`src/rtl/axil_apb_bridge_pkg.sv`:
```
// Shared types and constants for the AXI-Lite to APB bridge and its address decoder.
package axil_apb_bridge_pkg;

  localparam int APB_AW     = 32;
  localparam int APB_DW     = 32;
  localparam int PSTRB_W    = APB_DW / 8;
  localparam int NUM_SLAVES = 3;
  localparam int IDX_W      = 8;

  typedef struct packed {
    logic [IDX_W-1:0]  idx;
    logic [APB_AW-1:0] start_addr;
    logic [APB_AW-1:0] end_addr;
  } rule_t;

  typedef rule_t addr_map_t [NUM_SLAVES];

  localparam logic [1:0] RESP_OKAY   = 2'b00;
  localparam logic [1:0] RESP_SLVERR = 2'b10;
  localparam logic [1:0] RESP_DECERR = 2'b11;

  typedef enum logic [2:0] {
    ST_IDLE,
    ST_SETUP,
    ST_ACCESS,
    ST_WRESP,
    ST_RRESP
  } state_t;

endpackage

```
`src/rtl/axil_apb_addr_decoder.sv`:
```
// Combinational address decoder: first rule with start <= addr < end selects the slave named by its idx.
module axil_apb_addr_decoder
  import axil_apb_bridge_pkg::*;
#(
  parameter int SLAVES_QTY = 3
) (
  input  logic [APB_AW-1:0]     addr,
  input  rule_t                 addr_map [SLAVES_QTY],
  output logic [SLAVES_QTY-1:0] sel,
  output logic                  match,
  output logic [IDX_W-1:0]      index
);

  always_comb begin
    match = 1'b0;
    index = '0;
    // Walk downward so the lowest-numbered matching rule is the one that sticks.
    for (int i = SLAVES_QTY - 1; i >= 0; i--) begin
      if (addr >= addr_map[i].start_addr && addr < addr_map[i].end_addr &&
          addr_map[i].idx < IDX_W'(SLAVES_QTY)) begin
        match = 1'b1;
        index = addr_map[i].idx;
      end
    end
    for (int j = 0; j < SLAVES_QTY; j++) begin
      sel[j] = match && (index == IDX_W'(j));
    end
  end

endmodule

```
`src/rtl/axil_apb_bridge.sv`:
```
// AXI4-Lite responder issuing one APB transfer at a time to a decoded slave, with round-robin
// arbitration between read and write, DECERR on unmapped addresses and an ACCESS-phase timeout.
module axil_apb_bridge
  import axil_apb_bridge_pkg::*;
#(
  parameter int SLAVES_QTY     = 3,
  parameter int TIMEOUT_CYCLES = 256
) (
  input  logic                  pclk,
  input  logic                  prst,
  input  rule_t                 addr_map [SLAVES_QTY],
  input  logic [APB_AW-1:0]     AWADDR,
  input  logic [2:0]            AWPROT,
  input  logic                  AWVALID,
  output logic                  AWREADY,
  input  logic [APB_DW-1:0]     WDATA,
  input  logic [PSTRB_W-1:0]    WSTRB,
  input  logic                  WVALID,
  output logic                  WREADY,
  output logic [1:0]            BRESP,
  output logic                  BVALID,
  input  logic                  BREADY,
  input  logic [APB_AW-1:0]     ARADDR,
  input  logic [2:0]            ARPROT,
  input  logic                  ARVALID,
  output logic                  ARREADY,
  output logic [APB_DW-1:0]     RDATA,
  output logic [1:0]            RRESP,
  output logic                  RVALID,
  input  logic                  RREADY,
  output logic [APB_AW-1:0]     paddr,
  output logic [2:0]            pprot,
  output logic                  pwrite,
  output logic [APB_DW-1:0]     pwdata,
  output logic [PSTRB_W-1:0]    pstrb,
  output logic [SLAVES_QTY-1:0] psel,
  output logic                  penable,
  input  logic [APB_DW-1:0]     prdata [SLAVES_QTY],
  input  logic [SLAVES_QTY-1:0] pready,
  input  logic [SLAVES_QTY-1:0] pslverr
);

  localparam int TO_W = (TIMEOUT_CYCLES > 1) ? $clog2(TIMEOUT_CYCLES) : 1;

  state_t                  state, state_nxt;
  logic [SLAVES_QTY-1:0]   sel_q, dec_sel;
  logic [IDX_W-1:0]        idx_q, dec_index;
  logic                    dec_match;
  logic [APB_AW-1:0]       dec_addr;
  logic [1:0]              resp_q;
  logic [APB_DW-1:0]       rdata_q, prdata_sel;
  logic                    last_wr, grant_wr, grant_rd;
  logic                    pready_sel, pslverr_sel, timeout_hit;
  logic [TO_W-1:0]         to_cnt;

  // Write wins unless the previous grant was also a write and a read is waiting.
  assign grant_wr = (state == ST_IDLE) && AWVALID && WVALID && (!ARVALID || !last_wr);
  assign grant_rd = (state == ST_IDLE) && ARVALID && !grant_wr;
  assign dec_addr = grant_wr ? AWADDR : ARADDR;

  axil_apb_addr_decoder #(.SLAVES_QTY(SLAVES_QTY)) u_decoder (
    .addr     (dec_addr),
    .addr_map (addr_map),
    .sel      (dec_sel),
    .match    (dec_match),
    .index    (dec_index)
  );

  always_comb begin
    pready_sel  = 1'b0;
    pslverr_sel = 1'b0;
    prdata_sel  = '0;
    for (int i = 0; i < SLAVES_QTY; i++) begin
      if (idx_q == IDX_W'(i)) begin
        pready_sel  = pready[i];
        pslverr_sel = pslverr[i];
        prdata_sel  = prdata[i];
      end
    end
  end

  assign timeout_hit = (TIMEOUT_CYCLES != 0) && (to_cnt == TO_W'(TIMEOUT_CYCLES - 1));

  always_ff @(posedge pclk or posedge prst) begin
    if (prst) state <= ST_IDLE;
    else      state <= state_nxt;
  end

  always_comb begin
    state_nxt = state;
    AWREADY   = 1'b0;
    WREADY    = 1'b0;
    ARREADY   = 1'b0;
    case (state)
      ST_IDLE: begin
        if (grant_wr) begin
          AWREADY   = 1'b1;
          WREADY    = 1'b1;
          state_nxt = dec_match ? ST_SETUP : ST_WRESP;
        end else if (grant_rd) begin
          ARREADY   = 1'b1;
          state_nxt = dec_match ? ST_SETUP : ST_RRESP;
        end
      end
      ST_SETUP:  state_nxt = ST_ACCESS;
      ST_ACCESS: if (pready_sel || timeout_hit) state_nxt = pwrite ? ST_WRESP : ST_RRESP;
      ST_WRESP:  if (BREADY) state_nxt = ST_IDLE;
      ST_RRESP:  if (RREADY) state_nxt = ST_IDLE;
      default:   state_nxt = ST_IDLE;
    endcase
  end

  always_ff @(posedge pclk or posedge prst) begin
    if (prst) begin
      paddr   <= '0;
      pwdata  <= '0;
      pstrb   <= '0;
      pprot   <= '0;
      pwrite  <= 1'b0;
      sel_q   <= '0;
      idx_q   <= '0;
      resp_q  <= RESP_OKAY;
      rdata_q <= '0;
      last_wr <= 1'b0;
      to_cnt  <= '0;
    end else if (grant_wr || grant_rd) begin
      paddr   <= dec_addr;
      pprot   <= grant_wr ? AWPROT : ARPROT;
      pstrb   <= grant_wr ? WSTRB : '0;
      pwrite  <= grant_wr;
      if (grant_wr) pwdata <= WDATA;
      sel_q   <= dec_sel;
      idx_q   <= dec_index;
      resp_q  <= dec_match ? RESP_OKAY : RESP_DECERR;
      rdata_q <= '0;
      last_wr <= grant_wr;
      to_cnt  <= '0;
    end else if (state == ST_ACCESS) begin
      if (pready_sel) begin
        resp_q  <= pslverr_sel ? RESP_SLVERR : RESP_OKAY;
        rdata_q <= pwrite ? '0 : prdata_sel;
      end else if (timeout_hit) begin
        resp_q  <= RESP_SLVERR;
        rdata_q <= '0;
      end else begin
        to_cnt  <= to_cnt + TO_W'(1);
      end
    end
  end

  assign psel    = (state == ST_SETUP || state == ST_ACCESS) ? sel_q : '0;
  assign penable = (state == ST_ACCESS);
  assign BVALID  = (state == ST_WRESP);
  assign RVALID  = (state == ST_RRESP);
  assign BRESP   = resp_q;
  assign RRESP   = resp_q;
  assign RDATA   = rdata_q;

endmodule

```
`config.mk`:
```
export PLATFORM = sky130hd
export DESIGN_NAME = axil_apb_bridge
export DESIGN_NICKNAME = d
export VERILOG_FILES = /design/src/rtl/axil_apb_bridge_pkg.sv /design/src/rtl/axil_apb_addr_decoder.sv /design/src/rtl/axil_apb_bridge.sv
export SDC_FILE = /design/constraint.sdc
export NUM_CORES = 1
export LEC_CHECK = 0
export CAP_MARGIN = 20
export CORE_AREA = 2 2 216 218
export CTS_CLUSTER_SIZE = 20
export DETAILED_ROUTE_END_ITERATION = 12
export DIE_AREA = 0 0 218 220
export PLACE_DENSITY = 0.53
export SLEW_MARGIN = 40
export SYNTH_ARGS = -nofsm -noshare
export SYNTH_HDL_FRONTEND = slang
export SYNTH_SLANG_ARGS = --single-unit
```
`constraint.sdc`:
```
create_clock -name pclk -period 5.8 [get_ports pclk]
set_clock_uncertainty 0.1 [all_clocks]
set_input_delay 1.16 -clock pclk [delete_from_list [all_inputs] [get_ports pclk]]
set_output_delay 1.16 -clock pclk [all_outputs]
set_load 0.005 [all_outputs]
```
==> reports/metrics.cfg, run 1 <==
[outcome]
outcome=complete, no violations

[synth]
synth_edf_count=0
synth.top_cells.by_area=dfrtp_1 (29%), ha_1 (21%), nand2_1 (9.5%), inv_1 (6.9%), mux2i_1 (3.2%)
ys_seq_elements=128
synthCells=1347
netlist.area_leader.share_pct=28.9
yosysMostFrequentCell=nand2_1
syn-num-nets=1968
synth_cell_types=69
yosysSeqAreaShare_pct=28.9
synth_ff_type=dfrtp_1
syn_area_sq_mm=0.0111
syn_area_per_cell_sq_um=8.23
yosys_warnings=0
yosys.area.top_type=dfrtp_1
netlist_top_cells_count=nand2_1 (280), inv_1 (205), ha_1 (190), dfrtp_1 (128), o21ai_0 (65)
async_flop_share_pct=100

[global_route]
grtUsageTotal_pct=21.2
use_met2_pct=34.9
grt_pass1_vias=11900
grt_pass1_wl_mm=74.2
use_met1_pct=27.1
antenna_found_initial=6
grt_max_degree=66
grt.busiest_layer=met2
use_met3_pct=5.07
overflow=0

[floorplanning]
die_y_um=220
coreArea_sq_mm=0.0459
initial_core_util_pct=24.2
dieArea_sq_mm=0.0480
pin_count=548
placementRows=79
die_x_um=218

[worst_setup_path]
end_kind=register
arrival_ps=5670
required_ps=6080
cp_slowest_cell=clkdlybuf4s50_1
endpoint=state[2]
crit_type=in -> reg
cp-start-kind=primary input
r2r_slack_ps=1120
critPathLaunch=ARVALID
rr_endpoint=state[2]
rr_startpoint=last_wr
reg2reg_depth=18
critPathMaxFanout=33
path_cells=clkdlybuf4s50_1 > nand2_1 > and2_1 > nand2_4 > inv_2 > buf_12 > nand2_1 > nand2_1 > ha_1 > nand4_1 > nor4_2 > buf_4 > nand3_1 > a221oi_1 > a2111o_1 > or2_0 > buf_4 > nand4_1 > o22ai_1
cp_common_cell=nand2_1
slowest_delay_ps=600

[placed_design]
gp_congestion=0.876
dpl.cell_count=2490
dp_slack_ps=-195
io_buffer_count=547
hpwl_mm=42.7

[power_and_ir_drop]
power.share.sequential_pct=27.0
p_comb_share_pct=50.6
power_report.internal_total_mw=3.31
ir_drop_uv=210
pwr-share-clk_pct=22.4
power.switching_mw=1.97
power.density_mw_per_mm2=292
swShare_pct=37.3
cellLeakagePower_nw=8.53
total_power_mw=5.28

[routing]
drt_iter0_markers=540
viasPerCell=4.64
drt-pass1-iter-count=5
drc=0
vias=11700
ant_nets=0
wl_per_cell_um=20.4
drt_wl_total_mm=51.7

[hold_path]
holdCritPathClass=reg -> reg
holdCritStartpoint=pwdata[23]

[sta]
tns_ps=0
report.final.slew_viol_count=0
worst-slew-pin-transition_ps=819
hold_viol_final=0
setup_slack_ps=413
fin_crit_sh_pct=92.9
relSlewSlack_pct=45.4
setup_violations=0
fin_crit_ps=5390
fmax_mhz=186
rsz0062_at_grt=false

[final_layout]
syn2layout_area_growth_pct=62.8
postLayoutCoreUtil_pct=39.4
regArea_sq_mm=0.00320
fin_cells=2528
n_fill_cell=4672
multi_input_area_sq_mm=0.00695
nNetsFinal=2523
drive_gt1_share_pct=6.06

[job]
cap_violations=0

[cts]
cts.sinks=128
cts_made_buffers=17
cts_htree_levels=4
cts_root_buffer=clkbuf_16
insertion_delay_ps=480
clockBufferDepth=2
cts_tree=yes
clk_pin_slew_worst_paths_ps=70
postCtsSetupBuffers=0

-- power groups by stage --
stage / combinational, mW / clock (mW) / sequential (mW)
after detailed placement: 2.68 / 0 / 1.44
after global placement: 2.66 / 0 / 1.44
after global routing: 2.93 / 1.26 / 1.47
after CTS: 2.70 / 1.23 / 1.43
after floorplan: 1.18 / 0 / 1.41
final: 2.67 / 1.18 / 1.43
-- stage by stage --
step,hold slack [ps],cell area (sq um)
final,373,18100
after global routing,398,18100
after CTS,379,18000
after detailed placement,361,17400
after global placement,356,17400
after floorplan,340,11100
-- how the worst min path moves through the flow --
stage                      end  slack (ps)  cells past startpoint
floorplan             sel_q[1]         340                      2
global placement    pwdata[16]         360                      2
detailed placement  pwdata[28]         360                      2
CTS                 pwdata[26]         380                      2
global route        pwdata[11]         400                      2
finish              pwdata[23]         370                      2
-- cells in the final DEF, fill, tap and decap left out, types with 4 or more instances in the layout --
| cell type | count |
|---|---|
| nand2b_1 | 9 |
| mux2_2 | 31 |
| o21ai_0 | 64 |
| nand3_1 | 24 |
| nand2_1 | 279 |
| diode_2 | 6 |
| a221oi_1 | 5 |
| nand4_1 | 29 |
| o211ai_1 | 4 |
| a2111oi_0 | 6 |
| a41oi_1 | 4 |
| a211oi_1 | 6 |
| and2_1 | 12 |
| or3_1 | 7 |
| buf_4 | 33 |
| xor2_1 | 6 |
| and3_1 | 4 |
| nor4_1 | 5 |
| o2111ai_1 | 9 |
| nor2_1 | 39 |
| inv_1 | 204 |
| a31oi_1 | 7 |
| dfrtp_1 | 127 |
| mux2i_1 | 35 |
| nor3_1 | 13 |
| ha_1 | 190 |
| o31ai_1 | 5 |
| inv_8 | 4 |
| o21a_1 | 8 |
| clkbuf_16 | 17 |
| inv_6 | 5 |
| a21oi_1 | 54 |
| a22o_1 | 38 |
| a21o_1 | 21 |
| clkdlybuf4s50_1 | 547 |
-- cell type report --
cell class	instances	area share (%)
Antenna cell	6	0.0831
Multi-Input combinational cell	968	38.5
Sequential cell	128	17.7
Clock buffer	18	2.43
Timing Repair Buffer	581	31.8
Inverter	206	4.31
Clock inverter	14	0.949
Tap cell	607	4.21
-- state kept, by name, indices dropped and copies added (netlist names) --
| name | count |
|---|---|
| pprot | 3 |
| sel_q | 3 |
| RDATA | 32 |
| paddr | 32 |
| state | 3 |
| last_wr | 1 |
| BRESP | 2 |
| pstrb | 4 |
| pwdata | 32 |
| to_cnt | 8 |
| idx_q | 8 |
-- timing repair --
action,in CTS,in global routing
resized for setup,0,1
hold buffers,0,0
endpoints found under the setup margin,0,1
endpoints found under the hold margin,0,0
-- metal layers --
metal	up-vias	share of wire (%)
met5	-	0
met2	353	48
li1	5794	-
met1	5537	45
met3	49	5.6
met4	0	2.2
-- logic make-up (layout without fill, tap and decap cells) --
logic type | after synthesis | count (layout) | synth area share [%]
buffers and inverters | 251 | 819 | 8.73
AOI/OAI and AO/OA | 262 | 262 | 16.3
xor gates and xnor gates | 7 | 7 | 0.553
DFF | 128 | 128 | 28.9
adders and majority gates | 190 | 190 | 21.4
muxes | 66 | 66 | 6.31
and+or+nand+nor | 443 | 443 | 17.7
other | 0 | 6 | 0
-- worst max-delay path: cells and delay by family --
kind	cells	cell delay, ps
fa+ha+maj	1	370
simple gates	10	2100
buf+inv	5	1170
compound gates	3	830
Note: power is estimated with default switching activity, not from simulation.
==> run 2, diff against run 1 <==
- SETUP_SLACK_MARGIN: not set -> 0.3
==> run 2 against run 1 <==
Compared with the run above: non-clock buffer count is the same; worst setup slack improved by 140 ps; routed wire length barely moved; global-route usage unchanged; first-iteration DRC count shrank 4.8%; clock power hardly changed; critical path depth decreased by 2; via count grew 0.24%; register-to-register slack improved by 140 ps; clock-buffer cell count stayed put; power about the same.
==> reports/metrics.cfg, run 2 (same netlist as run 1, synthesis figures left out) <==
[routing]
drt_wl_total_mm=51.7  ; about the same
wl_met1_mm=22.9  ; -0.64%
wl_met3_mm=3.10  ; +6.6%
ant_nets=0  ; unchanged
drc=0  ; unchanged
drt-pass1-iter-count=5  ; unchanged
drt_iter0_markers=514  ; -4.8%
wl_per_cell_um=20.5  ; +0.10%
met2WireLength_mm=24.6  ; about the same
top_layer=met4
viasPerCell=4.65  ; +0.28%
vias=11800  ; +0.24%

[global_route]
grt_max_degree=66  ; unchanged
grtUsageTotal_pct=21.2  ; unchanged
antenna_found_initial=6  ; unchanged
grt_pass1_vias=11900  ; unchanged
grt_pass1_wl_mm=74.2  ; unchanged
overflow=0  ; unchanged

[power_and_ir_drop]
swShare_pct=37.3  ; about the same
power_report.internal_total_mw=3.31  ; about the same
power.share.sequential_pct=27.0  ; about the same
ir_drop_uv=209  ; -0.44%
cellLeakagePower_nw=8.55  ; +0.21%
power.switching_mw=1.97  ; about the same
pwr-share-clk_pct=22.3  ; about the same
p_comb_share_pct=50.7  ; about the same
power.density_mw_per_mm2=292  ; -0.11%

[cts]
cts_tree=yes
cts.hold.buffers_added=0  ; unchanged
cts.sinks=128  ; unchanged
clockBufferDepth=2  ; unchanged
cts_root_buffer=clkbuf_16
insertion_delay_ps=480  ; about the same
cts_htree_levels=4  ; unchanged
cts_made_buffers=17  ; unchanged
clk_pin_slew_worst_paths_ps=70  ; about the same

[hold_path]
holdCritPathClass=reg -> reg

[worst_setup_path]
critPathMaxFanout=33  ; unchanged
cp-start-kind=primary input
arrival_ps=5500  ; -170 ps
end_kind=register
required_ps=6050  ; -30 ps
crit_type=in -> reg

[final_layout]
postLayoutCoreUtil_pct=39.4  ; +0.066 points
syn2layout_area_growth_pct=63.1
drive_gt1_share_pct=6.21  ; +0.16 points
regArea_sq_mm=0.00320  ; unchanged
multi_input_area_sq_mm=0.00698  ; +0.47%
final_cell_mix=clkdlybuf4s50_1 (547), nand2_1 (279), inv_1 (204)
fin_cells=2527  ; -0.040%
layout_commonest_cell=clkdlybuf4s50_1
n_fill_cell=4672  ; unchanged
nNetsFinal=2523  ; unchanged

[floorplanning]
placementRows=79  ; unchanged
coreArea_sq_mm=0.0459  ; unchanged
dieArea_sq_mm=0.0480  ; unchanged
initial_core_util_pct=24.2  ; unchanged
die_x_um=218  ; unchanged
pin_count=548  ; unchanged
die_y_um=220  ; unchanged

[outcome]
outcome=complete, no violations

[sta]
fmax_mhz=191  ; +2.7%
worst-slew-pin-transition_ps=775  ; -43.7 ps
setup_violations=0  ; unchanged
fin_crit_ps=5250  ; -140 ps
relSlewSlack_pct=47.0  ; +1.6 points
hold_viol_final=0  ; unchanged
report.final.slew_viol_count=0  ; unchanged
rsz0062_at_grt=false
fin_crit_sh_pct=90.5  ; -2.4 points

[placed_design]
io_buffer_count=547  ; unchanged
dpl.cell_count=2490  ; unchanged
hpwl_mm=42.7  ; unchanged
gp_congestion=0.876  ; unchanged

[job]
cap_violations=0  ; unchanged

## run 2: changes by cell type in the layout (fill, tap and decap cells not counted), sizes merged
cell   before  now
diode       6    5
## run 2: worst max-delay path: stages
cell	delay [ps]
clkdlybuf4s50_1	530
nand2_1	150
and2_1	320
nand2_4	110
inv_2	90
buf_12	210
nand2_1	80
nand2_1	290
ha_1	330
a21o_1	180
a2111oi_1	550
a221oi_2	170
a2111o_1	460
or2_0	220
buf_4	170
a311oi_2	260
o21ba_1	190
## run 2: per-stage QoR
stage / worst slack [ps] / TNS (ps) / hold slack, ps / cell area, sq um / power [mW]
after floorplan: 1060 / 0 / 340 / 11100 / 2.60
after global placement: -20.5 / -20.5 / 356 / 17400 / 4.10
after detailed placement: -195 / -1110 / 361 / 17400 / 4.12
after CTS: 315 / 0 / 379 / 18000 / 5.36
after global routing: 316 / 0 / 398 / 18100 / 5.66
final: 553 / 0 / 373 / 18100 / 5.28
## run 2: power by group through the flow
stage	Combinational, mW	Clock (mW)	Sequential [mW]
finish	2.68	1.18	1.43
global route	2.94	1.26	1.47
CTS	2.70	1.23	1.43
detailed placement	2.68	0	1.44
global placement	2.66	0	1.44
floorplan	1.18	0	1.41
## run 2: final timing paths
check / startpoint / slack, ps / to / depth (start not counted)
max in group asynchronous: prst / 3540 / idx_q[1] / 3
max reg2reg: last_wr / 1260 / sel_q[0] / 16
min in group asynchronous: prst / 1070 / pwdata[6] / 2
max: ARVALID / 550 / sel_q[0] / 17
min: pwdata[23] / 370 / pwdata[23] / 2
min reg2reg: pwdata[23] / 370 / pwdata[23] / 2
## run 2: cell type report
class	instances	share of cell area [%]
Tap cell	607	4.20
Clock buffer	18	2.43
Multi-Input combinational cell	968	38.6
Antenna cell	5	0.0692
Timing Repair Buffer	581	31.7
Sequential cell	128	17.7
Clock inverter	14	0.948
Inverter	206	4.30
## run 2: repair_timing
action / 4_1_cts / 5_1_grt
buffers inserted: 0 / 0
setup endpoints to repair: 0 / 10
resized for setup: 0 / 8
## run 2: layer usage
layer	vias to the layer above	track usage, %
li1	5787	-
met3	51	5.07
met2	388	34.9
met1	5535	27.1
met5	-	0
met4	0	7.35
